===== config.mk =====
export PLATFORM = sky130hd
export DESIGN_NAME = prf_free_list_flat
export DESIGN_NICKNAME = d
export VERILOG_FILES = /design/src/rtl/prf_free_list_if.sv /design/src/rtl/prf_free_list.sv /design/src/flat_wrapper.sv
export SDC_FILE = /design/constraint.sdc
export NUM_CORES = 1
export LEC_CHECK = 0
export BUFFER_PORTS_ARGS = -buffer_cell sky130_fd_sc_hd__clkbuf_2
export CAP_MARGIN = 20
export CORE_AREA = 3 3 114 72
export CTS_BUF_LIST = sky130_fd_sc_hd__clkbuf_4
export DETAILED_ROUTE_END_ITERATION = 10
export DIE_AREA = 0 0 117 75
export PLACE_DENSITY = 0.7
export SYNTH_ARGS = -nofsm -noshare
export SYNTH_HDL_FRONTEND = slang
export SYNTH_SLANG_ARGS = --single-unit

===== constraint.sdc =====
create_clock -name clk -period 2.9 [get_ports clk]
set_input_delay 0.145 -clock clk [delete_from_list [all_inputs] [get_ports clk]]
set_output_delay 0.145 -clock clk [all_outputs]
set_load 0.1 [all_outputs]

===== src/rtl/prf_free_list_if.sv =====
// ============================================================================
// Module      : prf_free_list_if
// Description : Rename/retire-side bundle for the physical-register free list.
//               master : rename + retire logic (drives alloc_req, free_*)
//               slave  : the free list itself
//               Signals:
//                 alloc_req     rename consumes alloc_id this cycle
//                 alloc_valid   list non-empty, alloc_id meaningful
//                 alloc_id      physical ID at the head
//                 free_valid    return free_id (retire_transmit)
//                 free_id       released ID (retire_id)
//                 free_count    occupancy 0..16
//                 overflow_err  sticky, a free was dropped on a full list
//                 underflow_err sticky, alloc_req seen while empty
//                 dup_err       sticky, duplicate free dropped
//                               (only with FREE_LIST_DUP_CHECK_EN)
// Revision    : 1.0 - initial release
// ============================================================================
`default_nettype none

interface prf_free_list_if;
    logic       alloc_req;
    logic       alloc_valid;
    logic [3:0] alloc_id;
    logic       free_valid;
    logic [3:0] free_id;
    logic [4:0] free_count;
    logic       overflow_err;
    logic       underflow_err;
`ifdef FREE_LIST_DUP_CHECK_EN
    logic       dup_err;
`endif

    modport master (
`ifdef FREE_LIST_DUP_CHECK_EN
        input  dup_err,
`endif
        output alloc_req,
        output free_valid,
        output free_id,
        input  alloc_valid,
        input  alloc_id,
        input  free_count,
        input  overflow_err,
        input  underflow_err
    );

    modport slave (
`ifdef FREE_LIST_DUP_CHECK_EN
        output dup_err,
`endif
        input  alloc_req,
        input  free_valid,
        input  free_id,
        output alloc_valid,
        output alloc_id,
        output free_count,
        output overflow_err,
        output underflow_err
    );
endinterface

`default_nettype wire


===== src/rtl/prf_free_list.sv =====
// ============================================================================
// Module      : prf_free_list
// Description : Physical-register free list for the rename stage. A 16-entry
//               circular FIFO of 4-bit physical IDs with an occupancy count
//               and sticky error flags. One allocation and one free per cycle.
//               Optional macro FREE_LIST_DUP_CHECK_EN adds an in-list bitmap
//               that drops duplicate frees and reports them on dup_err.
// Ports       : clk  - clock
//               rst  - synchronous active-high reset
//               bus  - prf_free_list_if.slave (alloc/free handshake, status)
// Parameters  : NUM_ARCH - architectural registers (1..15); IDs below it are
//                          mapped at reset and therefore not in the list.
// Revision    : 1.0 - initial release
// ============================================================================
`default_nettype none

module prf_free_list #(
    parameter int NUM_ARCH = 8
) (
    input  wire logic         clk,
    input  wire logic         rst,
    prf_free_list_if.slave    bus
);

    localparam int         c_DEPTH    = 16;
    localparam int         c_NUM_FREE = c_DEPTH - NUM_ARCH;
    localparam logic [4:0] c_FULL     = 5'd16;

    logic [3:0] r_slots [c_DEPTH];
    logic [3:0] r_head;
    logic [3:0] r_tail;
    logic [4:0] r_count;
    logic       r_overflow_err;
    logic       r_underflow_err;

    logic       w_pop;
    logic       w_push;
    logic       w_full;
    logic       w_dup;
    logic       w_drop;
    logic [3:0] w_head_id;

    assign w_head_id = r_slots[r_head];
    assign w_full    = (r_count == c_FULL);
    assign w_pop     = bus.alloc_req && (r_count != 5'd0);

`ifdef FREE_LIST_DUP_CHECK_EN
    logic [15:0] r_in_list;
    logic        r_dup_err;

    // An ID leaving through the pop this same cycle may legally come back.
    assign w_dup = bus.free_valid && r_in_list[bus.free_id]
                   && !(w_pop && (bus.free_id == w_head_id));
`else
    assign w_dup = 1'b0;
`endif

    // A full list still accepts a free when a pop frees a slot on the same
    // edge; the write then lands in the slot being popped, whose old value is
    // what alloc_id presented during the cycle.
    assign w_push = bus.free_valid && !w_dup && (!w_full || w_pop);
    assign w_drop = bus.free_valid && !w_dup && w_full && !w_pop;

    // Slot storage
    always_ff @(posedge clk) begin
        if (rst) begin
            for (int i = 0; i < c_DEPTH; i++) begin
                r_slots[i] <= (i < c_NUM_FREE) ? 4'(NUM_ARCH + i) : 4'd0;
            end
        end else if (w_push) begin
            r_slots[r_tail] <= bus.free_id;
        end
    end

    // Pointers, occupancy and sticky flags. Pointers wrap naturally at 4 bits;
    // head==tail is disambiguated only by count.
    always_ff @(posedge clk) begin
        if (rst) begin
            r_head          <= 4'd0;
            r_tail          <= 4'(c_NUM_FREE);
            r_count         <= 5'(c_NUM_FREE);
            r_overflow_err  <= 1'b0;
            r_underflow_err <= 1'b0;
        end else begin
            if (w_pop) begin
                r_head <= r_head + 4'd1;
            end
            if (w_push) begin
                r_tail <= r_tail + 4'd1;
            end
            case ({w_push, w_pop})
                2'b10:   r_count <= r_count + 5'd1;
                2'b01:   r_count <= r_count - 5'd1;
                default: r_count <= r_count;
            endcase
            if (w_drop) begin
                r_overflow_err <= 1'b1;
            end
            if (bus.alloc_req && (r_count == 5'd0)) begin
                r_underflow_err <= 1'b1;
            end
        end
    end

`ifdef FREE_LIST_DUP_CHECK_EN
    // Clear-on-pop precedes set-on-push so an ID popped and re-freed in the
    // same cycle ends up marked as listed.
    always_ff @(posedge clk) begin
        if (rst) begin
            for (int i = 0; i < c_DEPTH; i++) begin
                r_in_list[i] <= (i >= NUM_ARCH);
            end
            r_dup_err <= 1'b0;
        end else begin
            if (w_pop) begin
                r_in_list[w_head_id] <= 1'b0;
            end
            if (w_push) begin
                r_in_list[bus.free_id] <= 1'b1;
            end
            if (w_dup) begin
                r_dup_err <= 1'b1;
            end
        end
    end

    assign bus.dup_err = r_dup_err;
`endif

    assign bus.alloc_valid   = (r_count != 5'd0);
    assign bus.alloc_id      = w_head_id;
    assign bus.free_count    = r_count;
    assign bus.overflow_err  = r_overflow_err;
    assign bus.underflow_err = r_underflow_err;

endmodule

`default_nettype wire


===== src/flat_wrapper.sv =====
// flat-port wrapper written by rule: the top's interface ports become plain ports
module prf_free_list_flat 
#(
    parameter int NUM_ARCH = 8
)
  (clk, rst, bus_alloc_req, bus_free_valid, bus_free_id, bus_alloc_valid, bus_alloc_id, bus_free_count, bus_overflow_err, bus_underflow_err);
  prf_free_list_if bus_i ();
  input  wire logic clk;
  input  wire logic rst;
  input wire logic [$bits(bus_i.alloc_req)-1:0] bus_alloc_req;
  input wire logic [$bits(bus_i.free_valid)-1:0] bus_free_valid;
  input wire logic [$bits(bus_i.free_id)-1:0] bus_free_id;
  output wire logic [$bits(bus_i.alloc_valid)-1:0] bus_alloc_valid;
  output wire logic [$bits(bus_i.alloc_id)-1:0] bus_alloc_id;
  output wire logic [$bits(bus_i.free_count)-1:0] bus_free_count;
  output wire logic [$bits(bus_i.overflow_err)-1:0] bus_overflow_err;
  output wire logic [$bits(bus_i.underflow_err)-1:0] bus_underflow_err;
  assign bus_i.alloc_req = bus_alloc_req;
  assign bus_i.free_valid = bus_free_valid;
  assign bus_i.free_id = bus_free_id;
  assign bus_alloc_valid = bus_i.alloc_valid;
  assign bus_alloc_id = bus_i.alloc_id;
  assign bus_free_count = bus_i.free_count;
  assign bus_overflow_err = bus_i.overflow_err;
  assign bus_underflow_err = bus_i.underflow_err;
  prf_free_list #(.NUM_ARCH(NUM_ARCH)) u_core (.clk(clk), .rst(rst), .bus(bus_i));
endmodule

==> metrics.md <==
| Metric | Value |
|---|---|
| #FFs+latches synth | 83 |
| I/O Pins | 20 |
| Post-synthesis cell count | 310 |
| Leak | 1.42 nW |
| Clock-pin slew on the worst setup and hold paths | 120 ps |
| First-pass iteration count of the detailed router | 4 |
| Run status | finished, final reports clean |
| Main flop type after synthesis | edfxtp_1 |
| CTS tree | yes |
| # setup viols final | 0 |
| HPWL after DPL | 5.84 mm |
| Slew @ Worst Pin | 702 ps |
| WL/cell | 20.1 um |
| Num CTS Buffers | 9 |
| First-pass GRT wire length | 13.6 mm |
| Total gr overflow | 0 |
| All-Layer GR Usage | 0.217 |
| CP Capture Type | output pin |
| DIE AREA | 8780 um^2 |
| Post-route antenna net violation count | 0 |
| Clk buf depth | 2 |
| Initial Utilization | 0.552 |
| Resized Gates After CTS | 0 |
| Final Hold Fails | 0 |
| Arr. time, crit path | 2530 ps |
| VDD IR max | 0.429 mV |
| Max_slew headroom | 0.531 |
| Kind of critical path | reg -> out |
| FP Rows | 24 |
| Final period util | 0.922 |
| Worst Setup Start Kind | register |
| # diodes | 0 |
| CP max FO | 16 |
| Port Buffers | 19 |
| H-tree Lvls | 3 |
| Clock skew | 13.0 ps |
| Initial antenna violation count | 0 |
| Synth Area per Inst | 12.8 um^2 |
| Largest net degree at the start of global routing | 33 |
| Hold_buf cts | 1 |
| Setup TNS | 0 ps |
| Minimum clock period after layout | 2670 ps |
| Hold WS | 71.8 ps |
| Mapped Nets | 325 |
| CP required | 2760 ps |
| # clock sinks | 83 |
| Area growth syn-to-layout | 6.45% |
| CTS Root Cell | clkbuf_4 |
| Post-CTS Setup Inserts | 0 |
| Final slew viol count | 0 |
| Via density | 5.83 |
| Core area | 7210 um^2 |
| # nets final | 336 |
| Max Freq | 374 MHz |
| Vias | 2432 |
| RSZ-0062 raised after global routing | no |
| Die X | 117 um |
| Sequential area share after synthesis | 0.579 |
| Power per standard cell area | 596 nW/um^2 |
| Synth Warn # | 0 |
| Die Ht | 75 um |
| Async S/R FF share, synth | 0 |
| Clock Latency Late Sink | 450 ps |
| Fillers | 569 |
| GP Congestion | 0.832 |
| Number of synthesized flops with an enable pin | 64 |
| Vias in the first global route | 2398 |
| Tot Pwr | 2.52 mW |
| Min-Delay Path Class | in -> reg |
| DRC Markers | 0 |
| Max-cap viol count | 0 |
| Synth Cell Area | 3980 um^2 |
| Starting DRC count in detailed routing | 325 |
| Share of cells above drive strength 1 | 0.206 |
| Distinct cells, synth | 42 |
| Drt total wl | 8.39 mm |
area by class of cell:
| class | instances | area (um^2) | area share |
|---|---|---|---|
| clock buffers | 10 | 75.1 | 0.0177 |
| flip-flops and latches | 83 | 2300 | 0.544 |
| inverters | 5 | 18.8 | 0.00443 |
| clock inverters | 6 | 65.1 | 0.0154 |
| multi-input cells | 199 | 1530 | 0.362 |
| well taps | 91 | 114 | 0.0269 |
| repair buffers | 23 | 128 | 0.0301 |
critical path: stages, from the launching register on:
cell and delay (ps):
dfxtp_1 330, buf_4 300, mux4_2 600, mux4_2 470, clkbuf_2 380
kinds of logic (layout without fill, tap and decap cells):
group	Yosys count	after routing	share of synthesized area
buf+inv	28	44	0.0362
simple gates	144	144	0.193
compound gates	16	16	0.0296
xor+xnor	9	9	0.0198
flops	83	83	0.579
mux	23	23	0.121
fa+ha+maj	7	7	0.0220
metrics by stage:
step	std cells	util	instance area, um^2	setup slack [ps]
2_1_floorplan	310	-	3980	68.9
3_3_place_gp	400	0.567	4090	588
3_5_place_dp	400	0.567	4090	540
4_1_cts	417	0.588	4240	171
5_1_grt	417	0.588	4240	69.6
6_report	417	0.588	4240	226
flip-flops by register name, indices dropped and copies added, names as in the netlist, named ones only:
register,flops
u_core.r_head,4
u_core.r_tail,4
u_core.bus.overflow_err,1
u_core.r_slots,64
u_core.bus.free_count,5
u_core.bus.underflow_err,1
final timing paths:
check / from / end / slack, ps / depth (start not counted)
hold reg to reg: u_core.bus.underflow_err$_SDFFE_PP0P_ / u_core.bus.underflow_err$_SDFFE_PP0P_ / 490 / 2
hold / removal: bus_free_id[0] / u_core.r_slots[3][0]$_SDFFCE_PN1P_ / 70 / 2
setup reg to reg: u_core.bus.free_count[1]$_SDFFE_PP0P_ / u_core.bus.free_count[4]$_SDFFE_PP0P_ / 550 / 9
setup / recovery: register / bus_alloc_id[1] / 230 / 4
power by group:
| part | internal [mW] | total [mW] | switching (mW) |
|---|---|---|---|
| clock network | 0.274 | 0.680 | 0.406 |
| registers | 1.33 | 1.37 | 0.0451 |
| logic | 0.148 | 0.472 | 0.324 |
cells in the mapped netlist (2+ instances only):
| master | number | area (um^2) |
|---|---|---|
| ha_1 | 7 | 87.6 |
| mux2i_1 | 3 | 30.0 |
| edfxtp_1 | 64 | 1920 |
| xor2_1 | 5 | 43.8 |
| xnor2_1 | 4 | 35.0 |
| clkbuf_1 | 13 | 48.8 |
| or3_1 | 16 | 100 |
| nor2b_1 | 2 | 12.5 |
| nand3_1 | 6 | 30.0 |
| o21ai_0 | 2 | 10.0 |
| nor2_1 | 36 | 135 |
| buf_6 | 3 | 33.8 |
| nand2_1 | 12 | 45.0 |
| nand2b_1 | 6 | 37.5 |
| inv_1 | 5 | 18.8 |
| nor3_1 | 20 | 100 |
| or2_1 | 14 | 87.6 |
| mux4_2 | 20 | 450 |
| a21oi_1 | 5 | 25.0 |
| dfxtp_1 | 19 | 380 |
| buf_2 | 4 | 20.0 |
| and2_1 | 22 | 138 |
| buf_4 | 3 | 22.5 |
cells in the final DEF (no fill, tap or decap), drive strengths merged, types with 12 or more instances in the layout:
master	Yosys	final
and2	22	22
clkbuf	13	29
dfxtp	19	19
edfxtp	64	64
mux4	20	20
nand2	12	12
nor2	36	36
nor3	20	20
or2	16	16
or3	16	16
metal layers:
metal / wire [um] / up-vias / share of wire / track usage
li1: - / 1153 / - / -
met2: 3550 / 102 / 0.42 / 0.300
met1: 3950 / 1165 / 0.47 / 0.327
met3: 793 / 12 / 0.094 / 0.0819
met5: 0 / - / 0 / 0
met4: 97 / 0 / 0.012 / 0.0458
(Power assumes the default switching activity.)
